## src/rtl/inst_prefetch_if.sv

```systemverilog
// Prefetcher bus bundle: redirect, instruction-memory request/response and core-side valid/ready.
// master = prefetcher side, slave = environment (ctrl, memory, fetch stage).
interface inst_prefetch_if;
  logic        jump_en_i;
  logic [31:0] jump_addr_i;
  logic        mem_req_o;
  logic [31:0] mem_addr_o;
  logic        mem_ready_i;
  logic        mem_rvalid_i;
  logic [31:0] mem_rdata_i;
  logic        inst_valid_o;
  logic [31:0] inst_o;
  logic [31:0] inst_addr_o;
  logic        inst_ready_i;

  modport master (
    input  jump_en_i, jump_addr_i, mem_ready_i, mem_rvalid_i, mem_rdata_i, inst_ready_i,
    output mem_req_o, mem_addr_o, inst_valid_o, inst_o, inst_addr_o
  );

  modport slave (
    output jump_en_i, jump_addr_i, mem_ready_i, mem_rvalid_i, mem_rdata_i, inst_ready_i,
    input  mem_req_o, mem_addr_o, inst_valid_o, inst_o, inst_addr_o
  );
endinterface

```

## src/rtl/inst_prefetch.sv

```systemverilog
// Sequential instruction prefetch FIFO; response-to-valid 1 cycle (0 with IPF_BYPASS_EN); jump flushes.
// Backpressure: requests stop once queued + in-flight kept words would exceed DEPTH.
module inst_prefetch #(
  parameter int unsigned DEPTH    = 4,
  parameter logic [31:0] RESET_PC = 32'h0000_0000
) (
  input logic             clk,
  input logic             rst_n,
  inst_prefetch_if.master bus
);
  localparam int unsigned   AW      = $clog2(DEPTH);
  localparam int unsigned   CW      = $clog2(DEPTH + 1);
  localparam logic [CW:0]   DEPTH_W = (CW+1)'(DEPTH);
  localparam logic [CW-1:0] DEPTH_C = CW'(DEPTH);

  logic [31:0]   fetch_pc_q, fetch_pc_d, resp_pc_q, resp_pc_d;
  logic [CW-1:0] out_cnt_q, out_cnt_d, drop_cnt_q, drop_cnt_d, fifo_cnt_q, fifo_cnt_d;
  logic [AW-1:0] rd_ptr_q, rd_ptr_d, wr_ptr_q, wr_ptr_d;
  logic [31:0]   addr_mem_q [DEPTH];
  logic [31:0]   inst_mem_q [DEPTH];

  logic [CW:0] pending;
  logic        accept, keep, push, pop, fifo_vld;

  // Dropped words are already counted in out_cnt, so they do not hold back new requests.
  assign pending        = {1'b0, fifo_cnt_q} + {1'b0, out_cnt_q} - {1'b0, drop_cnt_q};
  assign bus.mem_req_o  = rst_n && !bus.jump_en_i && (pending < DEPTH_W) && (out_cnt_q < DEPTH_C);
  assign bus.mem_addr_o = fetch_pc_q;
  assign accept         = bus.mem_req_o && bus.mem_ready_i;
  assign keep           = bus.mem_rvalid_i && (drop_cnt_q == '0) && !bus.jump_en_i;
  assign fifo_vld       = rst_n && (fifo_cnt_q != '0);
  assign pop            = fifo_vld && bus.inst_ready_i && !bus.jump_en_i;

`ifdef IPF_BYPASS_EN
  logic bypass;
  assign bypass           = rst_n && keep && !fifo_vld;
  assign bus.inst_valid_o = fifo_vld || bypass;
  assign bus.inst_o       = fifo_vld ? inst_mem_q[rd_ptr_q] : (bypass ? bus.mem_rdata_i : '0);
  assign bus.inst_addr_o  = fifo_vld ? addr_mem_q[rd_ptr_q] : (bypass ? resp_pc_q : '0);
  assign push             = keep && !(bypass && bus.inst_ready_i);
`else
  assign bus.inst_valid_o = fifo_vld;
  assign bus.inst_o       = fifo_vld ? inst_mem_q[rd_ptr_q] : '0;
  assign bus.inst_addr_o  = fifo_vld ? addr_mem_q[rd_ptr_q] : '0;
  assign push             = keep;
`endif

  always_comb begin
    fetch_pc_d = fetch_pc_q;
    resp_pc_d  = resp_pc_q;
    out_cnt_d  = out_cnt_q;
    drop_cnt_d = drop_cnt_q;
    fifo_cnt_d = fifo_cnt_q;
    rd_ptr_d   = rd_ptr_q;
    wr_ptr_d   = wr_ptr_q;
    if (bus.jump_en_i) begin
      // Everything still in flight after this cycle belongs to the old path.
      fetch_pc_d = bus.jump_addr_i;
      resp_pc_d  = bus.jump_addr_i;
      out_cnt_d  = out_cnt_q - CW'(bus.mem_rvalid_i);
      drop_cnt_d = out_cnt_q - CW'(bus.mem_rvalid_i);
      fifo_cnt_d = '0;
      rd_ptr_d   = '0;
      wr_ptr_d   = '0;
    end else begin
      if (accept) fetch_pc_d = fetch_pc_q + 32'd4;
      out_cnt_d = out_cnt_q + CW'(accept) - CW'(bus.mem_rvalid_i);
      if (bus.mem_rvalid_i && (drop_cnt_q != '0)) drop_cnt_d = drop_cnt_q - CW'(1);
      if (keep) resp_pc_d = resp_pc_q + 32'd4;
      if (push) wr_ptr_d = wr_ptr_q + AW'(1);
      if (pop) rd_ptr_d = rd_ptr_q + AW'(1);
      fifo_cnt_d = fifo_cnt_q + CW'(push) - CW'(pop);
    end
  end

  always_ff @(posedge clk) begin
    if (!rst_n) begin
      fetch_pc_q <= RESET_PC;
      resp_pc_q  <= RESET_PC;
      out_cnt_q  <= '0;
      drop_cnt_q <= '0;
      fifo_cnt_q <= '0;
      rd_ptr_q   <= '0;
      wr_ptr_q   <= '0;
    end else begin
      fetch_pc_q <= fetch_pc_d;
      resp_pc_q  <= resp_pc_d;
      out_cnt_q  <= out_cnt_d;
      drop_cnt_q <= drop_cnt_d;
      fifo_cnt_q <= fifo_cnt_d;
      rd_ptr_q   <= rd_ptr_d;
      wr_ptr_q   <= wr_ptr_d;
    end
  end

  always_ff @(posedge clk) begin
    if (push) begin
      addr_mem_q[wr_ptr_q] <= resp_pc_q;
      inst_mem_q[wr_ptr_q] <= bus.mem_rdata_i;
    end
  end
endmodule

```

## src/flat_wrapper.sv

```systemverilog
// flat-port wrapper written by rule: the top's interface ports become plain ports
module inst_prefetch_flat 
#(
  parameter int unsigned DEPTH    = 4,
  parameter logic [31:0] RESET_PC = 32'h0000_0000
)
  (clk, rst_n, bus_jump_en_i, bus_jump_addr_i, bus_mem_ready_i, bus_mem_rvalid_i, bus_mem_rdata_i, bus_inst_ready_i, bus_mem_req_o, bus_mem_addr_o, bus_inst_valid_o, bus_inst_o, bus_inst_addr_o);
  inst_prefetch_if bus_i ();
  input logic clk;
  input logic rst_n;
  input wire logic [$bits(bus_i.jump_en_i)-1:0] bus_jump_en_i;
  input wire logic [$bits(bus_i.jump_addr_i)-1:0] bus_jump_addr_i;
  input wire logic [$bits(bus_i.mem_ready_i)-1:0] bus_mem_ready_i;
  input wire logic [$bits(bus_i.mem_rvalid_i)-1:0] bus_mem_rvalid_i;
  input wire logic [$bits(bus_i.mem_rdata_i)-1:0] bus_mem_rdata_i;
  input wire logic [$bits(bus_i.inst_ready_i)-1:0] bus_inst_ready_i;
  output wire logic [$bits(bus_i.mem_req_o)-1:0] bus_mem_req_o;
  output wire logic [$bits(bus_i.mem_addr_o)-1:0] bus_mem_addr_o;
  output wire logic [$bits(bus_i.inst_valid_o)-1:0] bus_inst_valid_o;
  output wire logic [$bits(bus_i.inst_o)-1:0] bus_inst_o;
  output wire logic [$bits(bus_i.inst_addr_o)-1:0] bus_inst_addr_o;
  assign bus_i.jump_en_i = bus_jump_en_i;
  assign bus_i.jump_addr_i = bus_jump_addr_i;
  assign bus_i.mem_ready_i = bus_mem_ready_i;
  assign bus_i.mem_rvalid_i = bus_mem_rvalid_i;
  assign bus_i.mem_rdata_i = bus_mem_rdata_i;
  assign bus_i.inst_ready_i = bus_inst_ready_i;
  assign bus_mem_req_o = bus_i.mem_req_o;
  assign bus_mem_addr_o = bus_i.mem_addr_o;
  assign bus_inst_valid_o = bus_i.inst_valid_o;
  assign bus_inst_o = bus_i.inst_o;
  assign bus_inst_addr_o = bus_i.inst_addr_o;
  inst_prefetch #(.DEPTH(DEPTH), .RESET_PC(RESET_PC)) u_core (.clk(clk), .rst_n(rst_n), .bus(bus_i));
endmodule
```

## config.mk

```make
export PLATFORM = sky130hd
export DESIGN_NAME = inst_prefetch_flat
export DESIGN_NICKNAME = d
export VERILOG_FILES = /design/src/rtl/inst_prefetch_if.sv /design/src/rtl/inst_prefetch.sv /design/src/flat_wrapper.sv
export SDC_FILE = /design/constraint.sdc
export NUM_CORES = 1
export LEC_CHECK = 0
export ABC_CLOCK_PERIOD_IN_PS = 7050
export CAP_MARGIN = 20
export CELL_PAD_IN_SITES_DETAIL_PLACEMENT = 0
export CELL_PAD_IN_SITES_GLOBAL_PLACEMENT = 1
export CORE_MARGIN = 2
export CORE_UTILIZATION = 35
export CTS_CLUSTER_DIAMETER = 150
export DETAILED_ROUTE_END_ITERATION = 8
export GPL_ROUTABILITY_DRIVEN = 0
export GPL_TIMING_DRIVEN = 0
export PLACE_DENSITY_LB_ADDON = 0.05
export SLEW_MARGIN = 10
export SYNTH_ARGS = -nofsm -noshare
export SYNTH_HDL_FRONTEND = slang
export SYNTH_SLANG_ARGS = --single-unit
```

## constraint.sdc

```tcl
create_clock -name clk -period 7.05 [get_ports clk]
set_clock_uncertainty 0.2 [all_clocks]
set_input_delay 0.705 -clock clk [delete_from_list [all_inputs] [get_ports clk]]
set_output_delay 0.705 -clock clk [all_outputs]
set_load 0.03 [all_outputs]
```

## Yosys cells after proc, flatten, opt, wreduce, memory -nomap -nowiden

Memories as Yosys holds them, arrays and structs flattened. A register that Yosys moved wholly into a read port is not among the register bits.
Index checks and enable logic that the tools add are counted.

- Register bits after elaboration: 77
- Latch bits: 0
- Memory bits (writable): 256
- ROM bits: 0
- Word-level logic and storage cells: 57
- Memories: 2

- $add $sub $neg: 12
- $mul: 0
- Div/mod/pow operators: 0
- Order comparisons: 2
- Equality and inequality tests: 0
- Shift operators: 0
- Mux-type cells: 15
- Bitwise logic cells: 1
- Reductions and logical operators: 18

Memory list:

| memory | words | bits a word | rd ports | clocked after Yosys merged registers in | write ports | RTL line | RTL |
|---|---|---|---|---|---|---|---|
| u_core.addr_mem_q | 4 | 32 | 1 | 1 | 1 | inst_prefetch.sv:19 | `logic [31:0] addr_mem_q [DEPTH];` |
| u_core.inst_mem_q | 4 | 32 | 1 | 1 | 1 | inst_prefetch.sv:20 | `logic [31:0] inst_mem_q [DEPTH];` |

Operators by type and width:

| cell | count |
|---|---|
| 32-bit two-way mux | 6 |
| 32-bit by 3-bit adder with 32-bit output (second input constant) | 2 |
| 1-bit logical AND | 10 |
| 3-bit two-way mux | 3 |
| 3-bit by 1-bit subtractor with 3-bit output | 3 |
| 2-bit two-way mux | 4 |
| 3-bit by 1-bit adder with 3-bit output | 2 |
| 2-bit nonzero test | 3 |
| 3-bit nonzero test | 2 |
| 2-bit by 1-bit adder with 2-bit output (second input constant) | 2 |
| 3-bit by 3-bit adder with 4-bit output | 1 |
| 4-bit by 3-bit less-than comparator with 1-bit output (second input constant) | 1 |
| 4-bit by 3-bit subtractor with 4-bit output | 1 |
| 3-bit logical NOT | 1 |
| 3-bit less-than comparator (second input constant) | 1 |
| 3-bit by 1-bit subtractor with 3-bit output (second input constant) | 1 |
| 1-bit two-way mux | 2 |
| 2-bit OR reduction | 1 |
| 1-bit logical NOT | 1 |
| 1-bit NOT | 1 |

## Depth between registers and ports, before layout

Gate-level depths: netlist of the first run.

- Word-level depth: 9
- Gate-level depth with buffers: 17
- Mapped depth without buffers: 14

## Least setup slack after synthesis of the first run

Ideal clock, no wire load.

- Kind: reg2reg
- Start: register u_core.fifo_cnt_q[1]
- End: register u_core.out_cnt_q[2]
- Setup time: 0.128 ns
- Data arrival time: 3.573 ns
- Required time: 6.722 ns
- Path slack: 3.149 ns
- Cell stages (with the launch flop): 18
- Period minus slack after synthesis: 3.901 ns
- Cells stage by stage: dfxtp_1 > inv_1 > fa_1 > inv_1 > ha_1 > and4b_4 > nor4_1 > or4_1 > buf_2 > clkinv_2 > buf_4 > buf_4 > ha_1 > fa_1 > xor2_1 > o21ai_0 > xnor2_1 > nor2_1

- Longest elaborated chain between the ends: 9

Ends and longest elaborated chain:

| item | RTL line | RTL |
|---|---|---|
| from (decl) | inst_prefetch.sv:17 | `logic [CW-1:0] out_cnt_q, out_cnt_d, drop_cnt_q, drop_cnt_d, fifo_cnt_q, fifo_cnt_d;` |
| from (signal assigned) | inst_prefetch.sv:90 | `fifo_cnt_q <= fifo_cnt_d;` |
| 3-bit by 3-bit adder with 4-bit output | inst_prefetch.sv:26 | `assign pending = {1'b0, fifo_cnt_q} + {1'b0, out_cnt_q} - {1'b0, drop_cnt_q};` |
| 4-bit by 3-bit subtractor with 4-bit output | inst_prefetch.sv:26 |  |
| 4-bit by 3-bit less-than comparator with 1-bit output | inst_prefetch.sv:27 | `assign bus.mem_req_o = rst_n && !bus.jump_en_i && (pending < DEPTH_W) && (out_cnt_q < DEPTH_C);` |
| 1-bit logical AND (2 in a row) | inst_prefetch.sv:27 |  |
| 1-bit logical AND | inst_prefetch.sv:29 | `assign accept = bus.mem_req_o && bus.mem_ready_i;` |
| 3-bit by 1-bit adder with 3-bit output | inst_prefetch.sv:67 | `out_cnt_d = out_cnt_q + CW'(accept) - CW'(bus.mem_rvalid_i);` |
| 3-bit by 1-bit subtractor with 3-bit output | inst_prefetch.sv:67 |  |
| 3-bit two-way mux | inst_prefetch.sv:56 | `if (bus.jump_en_i) begin` |
| to (signal assigned) | inst_prefetch.sv:88 | `out_cnt_q <= out_cnt_d;` |
| to (decl) | inst_prefetch.sv:17 |  |

No other way between the ends.
A chain may end at the register's enable or synchronous reset.

## Final worst setup path of the first run

- Start: input port rst_n
- End: output port bus_inst_valid_o

- Longest elaborated chain between the ends: 1

Ends and longest elaborated chain:

| item | RTL line | RTL |
|---|---|---|
| from (decl) | flat_wrapper.sv:10 | `input logic rst_n;` |
| 1-bit logical AND | inst_prefetch.sv:31 | `assign fifo_vld = rst_n && (fifo_cnt_q != '0);` |
| to (decl) | flat_wrapper.sv:19 | `output wire logic [$bits(bus_i.inst_valid_o)-1:0] bus_inst_valid_o;` |

No other way between the ends.

==> run_results.csv, run 1 <==
group,metric,value,unit
status,run_status,"finished, final reports clean",
synth,net_count_synth,1065,
floorplanning,initial_core_util,35.6,%
critical_path,crit_type,"input pin to primary output",
synth,synthesis.area,14200,um2
global_route,gr-usage-all-layers,18.6,%
min_path,worstHoldPathType,"flop to flop",
synth,dominantRegCellSynth,"sky130_fd_sc_hd__edfxtp_1",
global_route,antenna_found_initial,0,
pwr,power.sequential.fraction,48.3,%
final_layout,drive_above_1_share,11.5,%
pwr,power_per_cell_area,260,nW/um2
critical_path,end_kind,"primary output",
final_layout,total_area_of_multi_input_combinational_cells,4620,um2
synth,synth_seq_area_share,65.2,%
detailed_routing,routed_wirelength,38600,um
synth,number_of_flops_mapped_to_enable_cells_by_yosys,256,
detailed_routing,drt.antenna.violating_nets,0,
sta,rsz0062_at_grt,"no",
sta,fin_tns_setup,0,ns
clock_network,worstSkewPairLatency,0.52,ns
global_route,maximum_number_of_pins_on_one_net_before_global_route_repair,42,
clock_network,clockRootBuffer,"sky130_fd_sc_hd__clkbuf_16",
detailed_routing,dr.pass1.iters,5,
critical_path,critical_path.startpoint_type,"input pin",
placed_design,pre_cts_slack,2.04,ns
pwr,pnr_total_power,4.67,mW
global_route,vias_in_the_first_global_route,9397,
sta,timing.fmax,205,MHz
final_layout,layoutNonFillerInstCount,1740,
final_layout,num-nets-final,1277,
synth,top_post_synthesis_cells_by_area,"sky130_fd_sc_hd__edfxtp_1 (54%), sky130_fd_sc_hd__dfxtp_1 (11%), sky130_fd_sc_hd__mux4_2 (10%)",
critical_path,worst-path-max-fanout,10,
pwr,power.switching,1.06,mW
placed_design,placement.cell_area,16700,um2
sta,final-max-slew-violation-count,0,
clock_network,cts.htree.levels,2,
clock_network,numCtsBuffers,39,
global_route,globalRouteOverflowTotal,0,
pwr,p_leak,6.03,nW
clock_network,tritoncts,"built",
detailed_routing,post_drt_via_cell_ratio,5.19,
floorplanning,die_w,206,um
clock_network,clock_sinks,335,
floorplanning,fp.dieH,206,um
critical_path,critical_path_arrival,3.98,ns
critical_path,critPathRequiredTime,6.14,ns
pwr,ir_drop,0.126,mV
pwr,sw_ratio,22.8,%
synth,synth_area_per_cell,14.6,um2
pwr,cellInternalPower,3.61,mW
final_layout,mostFrequentLayoutCell,"sky130_fd_sc_hd__edfxtp_1",
final_layout,synthToLayoutAreaGrowth,26.2,%
sta,final.min_clock_period,4.88,ns
synth,synthDominantAreaCellType,"sky130_fd_sc_hd__edfxtp_1",
floorplanning,core_area,39900,um2
sta,max-slew-margin-rel,33.6,%
clock_network,cts_hold_buf,0,
placed_design,place.detailed.instances,1669,
detailed_routing,route.vias.total,9034,
clock_network,cts_setup_buffers,0,
synth,yosysWarnings,0,
sta,layout_worst_path_cycle_share,69.2,%
floorplanning,die_area,42300,um2
placed_design,io_buffers,166,
final_layout,final_design_area_no_fill,18000,um2
detailed_routing,route.detailed.drc,0,
sta,worst_slew_pin_slew,0.988,ns
clock_network,max_root_sink_buffers,3,
critical_path,critical-path-max-stage-delay,0.68,ns
clock_network,cts_resized,0,
floorplanning,top_level_ports,168,
pwr,comb_power_share,8.5,%
floorplanning,row_count,73,
synth,synth.distinct_cells,53,
synth,yosys.area.top_type_share,54.1,%
critical_path,cp_cell_sequence,"clkdlybuf4s50_1 > clkbuf_1 > buf_1 > clkbuf_1 > nand2_1 > inv_1 > clkdlybuf4s50_1",
synth,async_flop_share,0,%
placed_design,dp_hpwl,26300,um
synth,syn_inst,974,
global_route,wire_length_of_the_first_global_routing_pass,58300,um
final_layout,register_area,9270,um2
final_layout,filler_cell_count,3615,
sta,final-hold-violation-count,0,
sta,slack_of_the_critical_path,2.17,ns
clock_network,cts.reportedPaths.clkPinSlew,0.06,ns
detailed_routing,drt-wirelength-per-cell,22.2,um
synth,ys_ff_latch,335,
detailed_routing,drt_iter0_markers,490,
sta,setup_viol_count_final,0,
final_layout,antenna-diode-count,0,
final_layout,final_cell_mix,"sky130_fd_sc_hd__edfxtp_1 (256), sky130_fd_sc_hd__clkdlybuf4s50_1 (166), sky130_fd_sc_hd__dfxtp_1 (79), sky130_fd_sc_hd__and3_1 (74), sky130_fd_sc_hd__nand2_1 (70)",
job,timing.max_cap.violations,0,
pwr,clk_pwr_share,43.2,%
critical_path,slowest_stage,"sky130_fd_sc_hd__buf_1",
synthesized netlist by cell type, types with 3 or more instances:
cell type                   number
sky130_fd_sc_hd__nand4_1        21
sky130_fd_sc_hd__xor2_1         14
sky130_fd_sc_hd__o211a_1         4
sky130_fd_sc_hd__a21oi_1        26
sky130_fd_sc_hd__edfxtp_1      256
sky130_fd_sc_hd__o21ai_0        26
sky130_fd_sc_hd__a21o_1          4
sky130_fd_sc_hd__or3_1          15
sky130_fd_sc_hd__o211ai_1        4
sky130_fd_sc_hd__o31a_1          7
sky130_fd_sc_hd__a221o_1         3
sky130_fd_sc_hd__a31oi_1        16
sky130_fd_sc_hd__and4_1         10
sky130_fd_sc_hd__nand3b_1        3
sky130_fd_sc_hd__buf_1          12
sky130_fd_sc_hd__ha_1           17
sky130_fd_sc_hd__o31ai_1         5
sky130_fd_sc_hd__nor4_1          7
sky130_fd_sc_hd__mux2i_1         5
sky130_fd_sc_hd__nor2b_1         4
sky130_fd_sc_hd__mux4_2         64
sky130_fd_sc_hd__nand2_1        70
sky130_fd_sc_hd__fa_1            4
sky130_fd_sc_hd__nor2_1         21
sky130_fd_sc_hd__xnor2_1        19
sky130_fd_sc_hd__a211oi_1        6
sky130_fd_sc_hd__nand3_1        33
sky130_fd_sc_hd__inv_1          25
sky130_fd_sc_hd__o311ai_0        3
sky130_fd_sc_hd__and2_1         14
sky130_fd_sc_hd__buf_4           3
sky130_fd_sc_hd__mux2_2          5
sky130_fd_sc_hd__dfxtp_1        79
sky130_fd_sc_hd__nor3_1         13
sky130_fd_sc_hd__clkbuf_1       46
sky130_fd_sc_hd__and3_1         78
sky130_fd_sc_hd__a2bb2oi_1       6
sky130_fd_sc_hd__or4_1           6
registers in the layout, summed over array words and instances, names as in the netlist, named ones only:
name                   flops
u_core.addr_mem_q        128
u_core.bus.mem_addr_o     32
u_core.drop_cnt_q          3
u_core.fifo_cnt_q          3
u_core.inst_mem_q        128
u_core.out_cnt_q           3
u_core.rd_ptr_q            2
u_core.resp_pc_q          32
u_core.wr_ptr_q            2
power groups by stage:
stage	Clock, mW	Combinational [mW]	Sequential [mW]
3_5_place_dp	0	0.403	2.30
5_1_grt	2.16	0.438	2.26
6_report	2.02	0.397	2.25
2_1_floorplan	0	0.208	2.30
4_1_cts	2.07	0.405	2.25
3_3_place_gp	0	0.398	2.30
logic make-up after synthesis:
| kind of cell | share of synthesized area [%] |
|---|---|
| fa+ha+maj | 2.06 |
| buf+inv | 2.45 |
| flops | 65.2 |
| simple gates | 12.0 |
| mux | 10.9 |
| compound gates | 5.42 |
| xor+xnor | 2.03 |
worst paths after layout:
check	start	endpoint	slack, ns	cells after the start
max	rst_n	bus_inst_valid_o	2.17	7
min	u_core.bus.mem_addr_o[1]$_SDFFE_PN0P_	u_core.bus.mem_addr_o[1]$_SDFFE_PN0P_	0.26	2
max reg2reg	u_core.fifo_cnt_q[1]$_SDFF_PP0_	u_core.out_cnt_q[2]$_SDFF_PN0_	2.56	17
min reg2reg	u_core.bus.mem_addr_o[1]$_SDFFE_PN0P_	u_core.bus.mem_addr_o[1]$_SDFFE_PN0P_	0.26	2
through the flow:
stage / hold slack, ns / util (%)
after floorplan: 0.260 / -
after global placement: 0.249 / 41.4
after detailed placement: 0.250 / 41.8
after CTS: 0.259 / 45.0
after global routing: 0.281 / 45.0
final: 0.255 / 45.0
worst max-delay path, delay by kind of cell:
family / cells / cell delay, ns
buf+inv: 6 / 3.15
simple gates: 1 / 0.10
cell type report:
cell class	count	share of cell area (%)
Inverter	27	0.571
Timing Repair Buffer	171	9.91
Multi-Input combinational cell	550	25.8
Clock buffer	52	5.94
Buffer	62	1.37
Clock inverter	18	1.16
Tap cell	525	3.66
Sequential cell	335	51.6
routing by layer:
metal / up-vias / part of all wire, % / GRT usage (%)
met5: - / 0 / 0
met4: 0 / 1.8 / 4.91
met3: 54 / 4.5 / 3.10
met2: 224 / 47 / 30.4
met1: 4527 / 47 / 25.7
li1: 4229 / - / -
(Power assumes the default switching activity.)
==> run 2: changes to the inputs <==
Settings changed: ABC_CLOCK_PERIOD_IN_PS 7050 to 4000.
Clock period 7.05 ns to 4 ns, I/O delays scaled along.
==> run_results.csv, run 2 (synthesis results as in run 1) <==
group,metric,value,unit
floorplanning,die_w,206,um
critical_path,crit_type,"flop to flop",
final_layout,final_cell_mix,"sky130_fd_sc_hd__edfxtp_1 (256), sky130_fd_sc_hd__clkdlybuf4s50_1 (165), sky130_fd_sc_hd__dfxtp_1 (77), sky130_fd_sc_hd__and3_1 (74), sky130_fd_sc_hd__nand2_1 (70)",
final_layout,synthToLayoutAreaGrowth,26.7,%
sta,hold_ws,0.255,ns
global_route,wire_length_of_the_first_global_routing_pass,58100,um
final_layout,num-nets-final,1274,
detailed_routing,dr.pass1.iters,4,
global_route,vias_in_the_first_global_route,9376,
clock_network,numCtsBuffers,39,
final_layout,mostFrequentLayoutCell,"sky130_fd_sc_hd__edfxtp_1",
sta,worst_slew_pin_slew,0.972,ns
sta,final.min_clock_period,3.83,ns
final_layout,largestRegisters,"u_core.addr_mem_q x128, u_core.inst_mem_q x128",
sta,final-hold-violation-count,0,
status,run_status,"finished, final reports clean",
critical_path,critPathRequiredTime,4.19,ns
detailed_routing,post_drt_via_cell_ratio,5.18,
global_route,maximum_number_of_pins_on_one_net_before_global_route_repair,42,
final_layout,antenna-diode-count,0,
detailed_routing,routed_wirelength,38600,um
critical_path,slowest_stage,"sky130_fd_sc_hd__or4_1",
clock_network,clockRootBuffer,"sky130_fd_sc_hd__clkbuf_16",
sta,layout_worst_path_cycle_share,95.7,%
floorplanning,initial_core_util,35.6,%
placed_design,pre_cts_slack,-0.556,ns
pwr,p_leak,6.06,nW
global_route,globalRouteOverflowTotal,0,
critical_path,critical_path_arrival,4.02,ns
job,timing.max_cap.violations,0,
critical_path,worst-path-max-fanout,13,
critical_path,critical_path.startpoint_type,"flop",
placed_design,io_buffers,166,
global_route,antenna_found_initial,0,
clock_network,cts.htree.levels,2,
pwr,ir_drop,0.225,mV
detailed_routing,drt-wirelength-per-cell,22.2,um
detailed_routing,route.detailed.drc,0,
clock_network,tritoncts,"built",
detailed_routing,drt_iter0_markers,491,
critical_path,critical-path-max-stage-delay,0.58,ns
clock_network,worstSkewPairLatency,0.52,ns
floorplanning,core_area,39900,um2
sta,final-max-slew-violation-count,0,
floorplanning,die_area,42300,um2
critical_path,timing.critical_path.buf_inv,4,
clock_network,cts.reportedPaths.clkPinSlew,0.06,ns
sta,timing.fmax,261,MHz
detailed_routing,drt.antenna.violating_nets,0,
critical_path,cp_cell_sequence,"inv_1 > fa_1 > inv_1 > ha_1 > and4b_4 > o31a_1 > or4_1 > buf_6 > clkinv_8 > ha_1 > fa_1 > xor2_1 > o21ai_1 > xnor2_1 > nor2_1",
floorplanning,row_count,73,
final_layout,utilization,45.1,%
sta,rsz0062_at_grt,"yes",
floorplanning,fp.dieH,206,um
global_route,gr-usage-all-layers,18.5,%
final_layout,drive_above_1_share,12.5,%
critical_path,end_kind,"flop",
detailed_routing,route.vias.total,9005,
sta,max-slew-margin-rel,34.7,%
pwr,power_per_cell_area,458,nW/um2
clock_network,cts_hold_buf,0,
clock_network,max_root_sink_buffers,3,
sta,setup_viol_count_final,0,
sta,slack_of_the_critical_path,0.173,ns
min_path,worstHoldPathType,"flop to flop",
critical_path,cpLargestDelayFamily,"adder cells",
placed_design,dp_hpwl,26300,um
clock_network,clock_sinks,335,
floorplanning,top_level_ports,168,
## run 2: final timing paths
check	slack, ns	startpoint	depth (start not counted)	to
setup reg to reg	0.17	u_core.fifo_cnt_q[1]$_SDFF_PP0_	15	u_core.out_cnt_q[2]$_SDFF_PN0_
hold reg to reg	0.26	u_core.bus.mem_addr_o[1]$_SDFFE_PN0P_	2	u_core.bus.mem_addr_o[1]$_SDFFE_PN0P_
setup / recovery	0.17	u_core.fifo_cnt_q[1]$_SDFF_PP0_	15	u_core.out_cnt_q[2]$_SDFF_PN0_
hold / removal	0.26	u_core.bus.mem_addr_o[1]$_SDFFE_PN0P_	2	u_core.bus.mem_addr_o[1]$_SDFFE_PN0P_
## run 2: report_power, final
part	internal [mW]	switching, mW	leakage [nW]
logic	0.306	0.400	2.46
registers	3.86	0.110	2.99
clock network	2.19	1.37	0.620
total	6.36	1.88	6.06
## run 2: metal layers
metal,GRT usage [%],share of wire (%),up-vias
li1,-,-,4222
met1,25.6,47,4525
met2,30.4,47,206
met3,3.10,4.3,52
met4,4.91,1.8,0
met5,0,0,-
## run 2: worst reg2reg max path, cell delays in order, from the launching register on
cell and delay, ns:
sky130_fd_sc_hd__dfxtp_2 0.37, sky130_fd_sc_hd__inv_1 0.07, sky130_fd_sc_hd__fa_1 0.54, sky130_fd_sc_hd__inv_1 0.05, sky130_fd_sc_hd__ha_1 0.30, sky130_fd_sc_hd__and4b_4 0.22, sky130_fd_sc_hd__o31a_1 0.28, sky130_fd_sc_hd__or4_1 0.58
sky130_fd_sc_hd__buf_6 0.19, sky130_fd_sc_hd__clkinv_8 0.11, sky130_fd_sc_hd__ha_1 0.17, sky130_fd_sc_hd__fa_1 0.18, sky130_fd_sc_hd__xor2_1 0.14, sky130_fd_sc_hd__o21ai_1 0.10, sky130_fd_sc_hd__xnor2_1 0.17, sky130_fd_sc_hd__nor2_1 0.05
## run 2: repair_timing
| item | in CTS | in global routing |
|---|---|---|
| setup buffers | 0 | 0 |
| gates resized for setup | 22 | 5 |
| cloned | 0 | 1 |
| setup endpoints to repair | 65 | 33 |
## run 2: per-stage QoR
step | total power [mW] | instances | setup TNS (ns) | instance area [um2]
final | 8.24 | 1737 | 0 | 18000
after CTS | 8.34 | 1736 | 0 | 18000
after detailed placement | 4.75 | 1669 | -1.43 | 16700
after global placement | 4.75 | 1665 | -364.45 | 16500
after global routing | 8.57 | 1737 | -0.0102 | 18000
after floorplan | 4.41 | 974 | 0 | 14200
## run 2: final cells by class
type                    instances  area [um2]
clock buffers                  52        1070
inverters                      27         114
repair buffers                171        1780
fillers                      3615       21900
well taps                     525         657
clock inverters                18         209
flip-flops and latches        335        9270
plain buffers                  58         284
repair inverters                1        8.76
multi-input cells             550        4630
==> run 3: changes to the inputs <==
Settings changed: CELL_PAD_IN_SITES_DETAIL_PLACEMENT 0 to 1, CTS_CLUSTER_DIAMETER 150 to default, SETUP_SLACK_MARGIN from default to 0.3.
==> run_results.csv, run 3 (synthesis results as in run 1) <==
group,metric,value,unit
status,run_status,"finished, final reports clean",
floorplanning,die_area,42300,um2
critical_path,crit_type,"flop to flop",
final_layout,antenna-diode-count,0,
critical_path,critical-path-max-stage-delay,0.54,ns
detailed_routing,dr.pass1.iters,5,
critical_path,end_kind,"flop",
critical_path,critPathRequiredTime,4.19,ns
pwr,p_leak,6.17,nW
sta,rsz0062_at_grt,"yes",
detailed_routing,routed_wirelength,40200,um
pwr,ir_drop,0.278,mV
clock_network,cts_hold_buf,0,
floorplanning,top_level_ports,168,
critical_path,reg2reg_depth,18,
floorplanning,initial_core_util,35.6,%
detailed_routing,drt-wirelength-per-cell,22.9,um
detailed_routing,post_drt_via_cell_ratio,5.26,
critical_path,timing.rr.end,"u_core.out_cnt_q[2]$_SDFF_PN0_",
min_path,worstHoldPathType,"flop to flop",
sta,final-hold-violation-count,0,
pwr,power_per_cell_area,458,nW/um2
critical_path,critical_path.reg2reg.startpoint,"u_core.fifo_cnt_q[1]$_SDFF_PP0_",
final_layout,largestRegisters,"u_core.addr_mem_q x128, u_core.inst_mem_q x128",
global_route,antenna_found_initial,0,
critical_path,worstSetupPathDepth,18,
placed_design,io_buffers,166,
final_layout,drive_above_1_share,15.3,%
placed_design,dp_hpwl,27200,um
sta,fin_tns_setup,0,ns
floorplanning,row_count,73,
final_layout,num-nets-final,1287,
job,timing.max_cap.violations,0,
sta,max-slew-margin-rel,33.8,%
sta,layout_worst_path_cycle_share,91.4,%
detailed_routing,route.detailed.drc,0,
floorplanning,die_w,206,um
sta,timing.fmax,273,MHz
critical_path,timing.critical_path.buf_inv,7,
clock_network,clock_sinks,335,
sta,final.min_clock_period,3.66,ns
critical_path,slowest_stage,"sky130_fd_sc_hd__fa_1",
critical_path,worst-r2r-setup-slack,0.34,ns
detailed_routing,drt.antenna.violating_nets,0,
final_layout,final_cell_mix,"sky130_fd_sc_hd__edfxtp_1 (256), sky130_fd_sc_hd__clkdlybuf4s50_1 (165), sky130_fd_sc_hd__dfxtp_1 (75), sky130_fd_sc_hd__and3_1 (74), sky130_fd_sc_hd__nand2_1 (70)",
final_layout,layoutNonFillerInstCount,1751,
critical_path,worst-path-max-fanout,3,
floorplanning,core_area,39900,um2
critical_path,worstSetupStartpoint,"u_core.fifo_cnt_q[1]$_SDFF_PP0_",
clock_network,cts.reportedPaths.clkPinSlew,0.06,ns
global_route,gr-usage-all-layers,19.4,%
critical_path,timing.critical_path.to,"u_core.out_cnt_q[2]$_SDFF_PN0_",
detailed_routing,drt_iter0_markers,422,
clock_network,cts.htree.levels,2,
floorplanning,fp.dieH,206,um
placed_design,place.detailed.instances,1669,
global_route,wire_length_of_the_first_global_routing_pass,61300,um
clock_network,worstSkewPairLatency,0.53,ns
clock_network,clockRootBuffer,"sky130_fd_sc_hd__clkbuf_16",
final_layout,filler_cell_count,3981,
detailed_routing,route.vias.total,9209,
global_route,maximum_number_of_pins_on_one_net_before_global_route_repair,40,
sta,final-max-slew-violation-count,0,
sta,setup_viol_count_final,0,
critical_path,cp_cell_sequence,"inv_2 > fa_1 > inv_2 > ha_4 > and4b_4 > buf_6 > nor4_4 > or4_4 > buf_8 > clkinv_8 > buf_12 > buf_12 > ha_4 > fa_2 > xor2_1 > o21ai_1 > xnor2_1 > nor2_1",
clock_network,numCtsBuffers,39,
critical_path,cpLargestDelayFamily,"adder cells",
final_layout,mostFrequentLayoutCell,"sky130_fd_sc_hd__edfxtp_1",
global_route,globalRouteOverflowTotal,0,
final_layout,synthToLayoutAreaGrowth,27.7,%
global_route,vias_in_the_first_global_route,9893,
critical_path,critical_path_arrival,3.85,ns
clock_network,max_root_sink_buffers,3,
critical_path,critical_path.startpoint_type,"flop",
clock_network,tritoncts,"built",
sta,worst_slew_pin_slew,0.985,ns
[run 3: power by group]
| part | switching [mW] | leakage (nW) | internal, mW | total, mW |
|---|---|---|---|---|
| combinational | 0.435 | 2.55 | 0.352 | 0.787 |
| sequential | 0.111 | 2.99 | 3.86 | 3.98 |
| clock | 1.44 | 0.626 | 2.11 | 3.56 |
| total | 1.99 | 6.17 | 6.33 | 8.32 |
[run 3: layout make-up]
class | count | area (um2) | share of cell area, %
clock inverter | 24 | 233 | 1.28
inverter | 27 | 114 | 0.627
tap | 525 | 657 | 3.62
timing repair buffer | 181 | 1840 | 10.1
buffer | 62 | 315 | 1.74
clock buffer | 47 | 1040 | 5.71
sequential | 335 | 9280 | 51.1
multi-input combinational | 550 | 4690 | 25.8
[run 3: stage by stage]
| stage | cell area, um2 | hold WS, ns | worst slack [ns] | power (mW) | utilization, % |
|---|---|---|---|---|---|
| 4_1_cts | 18100 | 0.246 | 0.257 | 8.41 | 45.4 |
| 3_3_place_gp | 16600 | 0.249 | -1.55 | 4.76 | 41.5 |
| 5_1_grt | 18200 | 0.284 | 0.178 | 8.63 | 45.5 |
| 2_1_floorplan | 14200 | 0.260 | 0.371 | 4.42 | - |
| 3_5_place_dp | 16700 | 0.258 | -0.303 | 4.77 | 41.8 |
| 6_report | 18200 | 0.262 | 0.343 | 8.32 | 45.5 |
[run 3: routing by layer]
layer  routed length [um]  vias to the layer above  track usage (%)
met1                18400                     4680             26.7
met3                 1800                       60             2.91
met2                19000                      214             31.7
met4                  963                        0             5.88
met5                    0                        -                0
li1                     -                     4255                -
[run 3: repair_timing]
| action | CTS | global route |
|---|---|---|
| pin swaps | 8 | 5 |
| endpoints found under the setup margin | 68 | 29 |
| setup buffers | 9 | 1 |
| resized for setup | 56 | 18 |
[run 3: worst min-delay path by stage]
stage / start / to / slack (ns) / cells after the start
floorplan: u_core.resp_pc_q[0]$_SDFFE_PN0P_ / u_core.addr_mem_q[0][0]$_DFFE_PP_ / 0.26 / 0
global placement: u_core.bus.mem_addr_o[0]$_SDFFE_PN0P_ / u_core.bus.mem_addr_o[0]$_SDFFE_PN0P_ / 0.25 / 2
detailed placement: u_core.bus.mem_addr_o[1]$_SDFFE_PN0P_ / u_core.bus.mem_addr_o[1]$_SDFFE_PN0P_ / 0.26 / 2
CTS: bus_jump_addr_i[1] / u_core.resp_pc_q[1]$_SDFFE_PN0P_ / 0.25 / 3
global route: bus_jump_addr_i[1] / u_core.resp_pc_q[1]$_SDFFE_PN0P_ / 0.28 / 3
finish: u_core.bus.mem_addr_o[0]$_SDFFE_PN0P_ / u_core.bus.mem_addr_o[0]$_SDFFE_PN0P_ / 0.26 / 2
[run 3: worst min-delay path, delay by kind of cell (launching register included)]
family,cells,cell delay [ns]
DFF,1,0.31
and+or+nand+nor,1,0.05
AOI/OAI and AO/OA,1,0.05
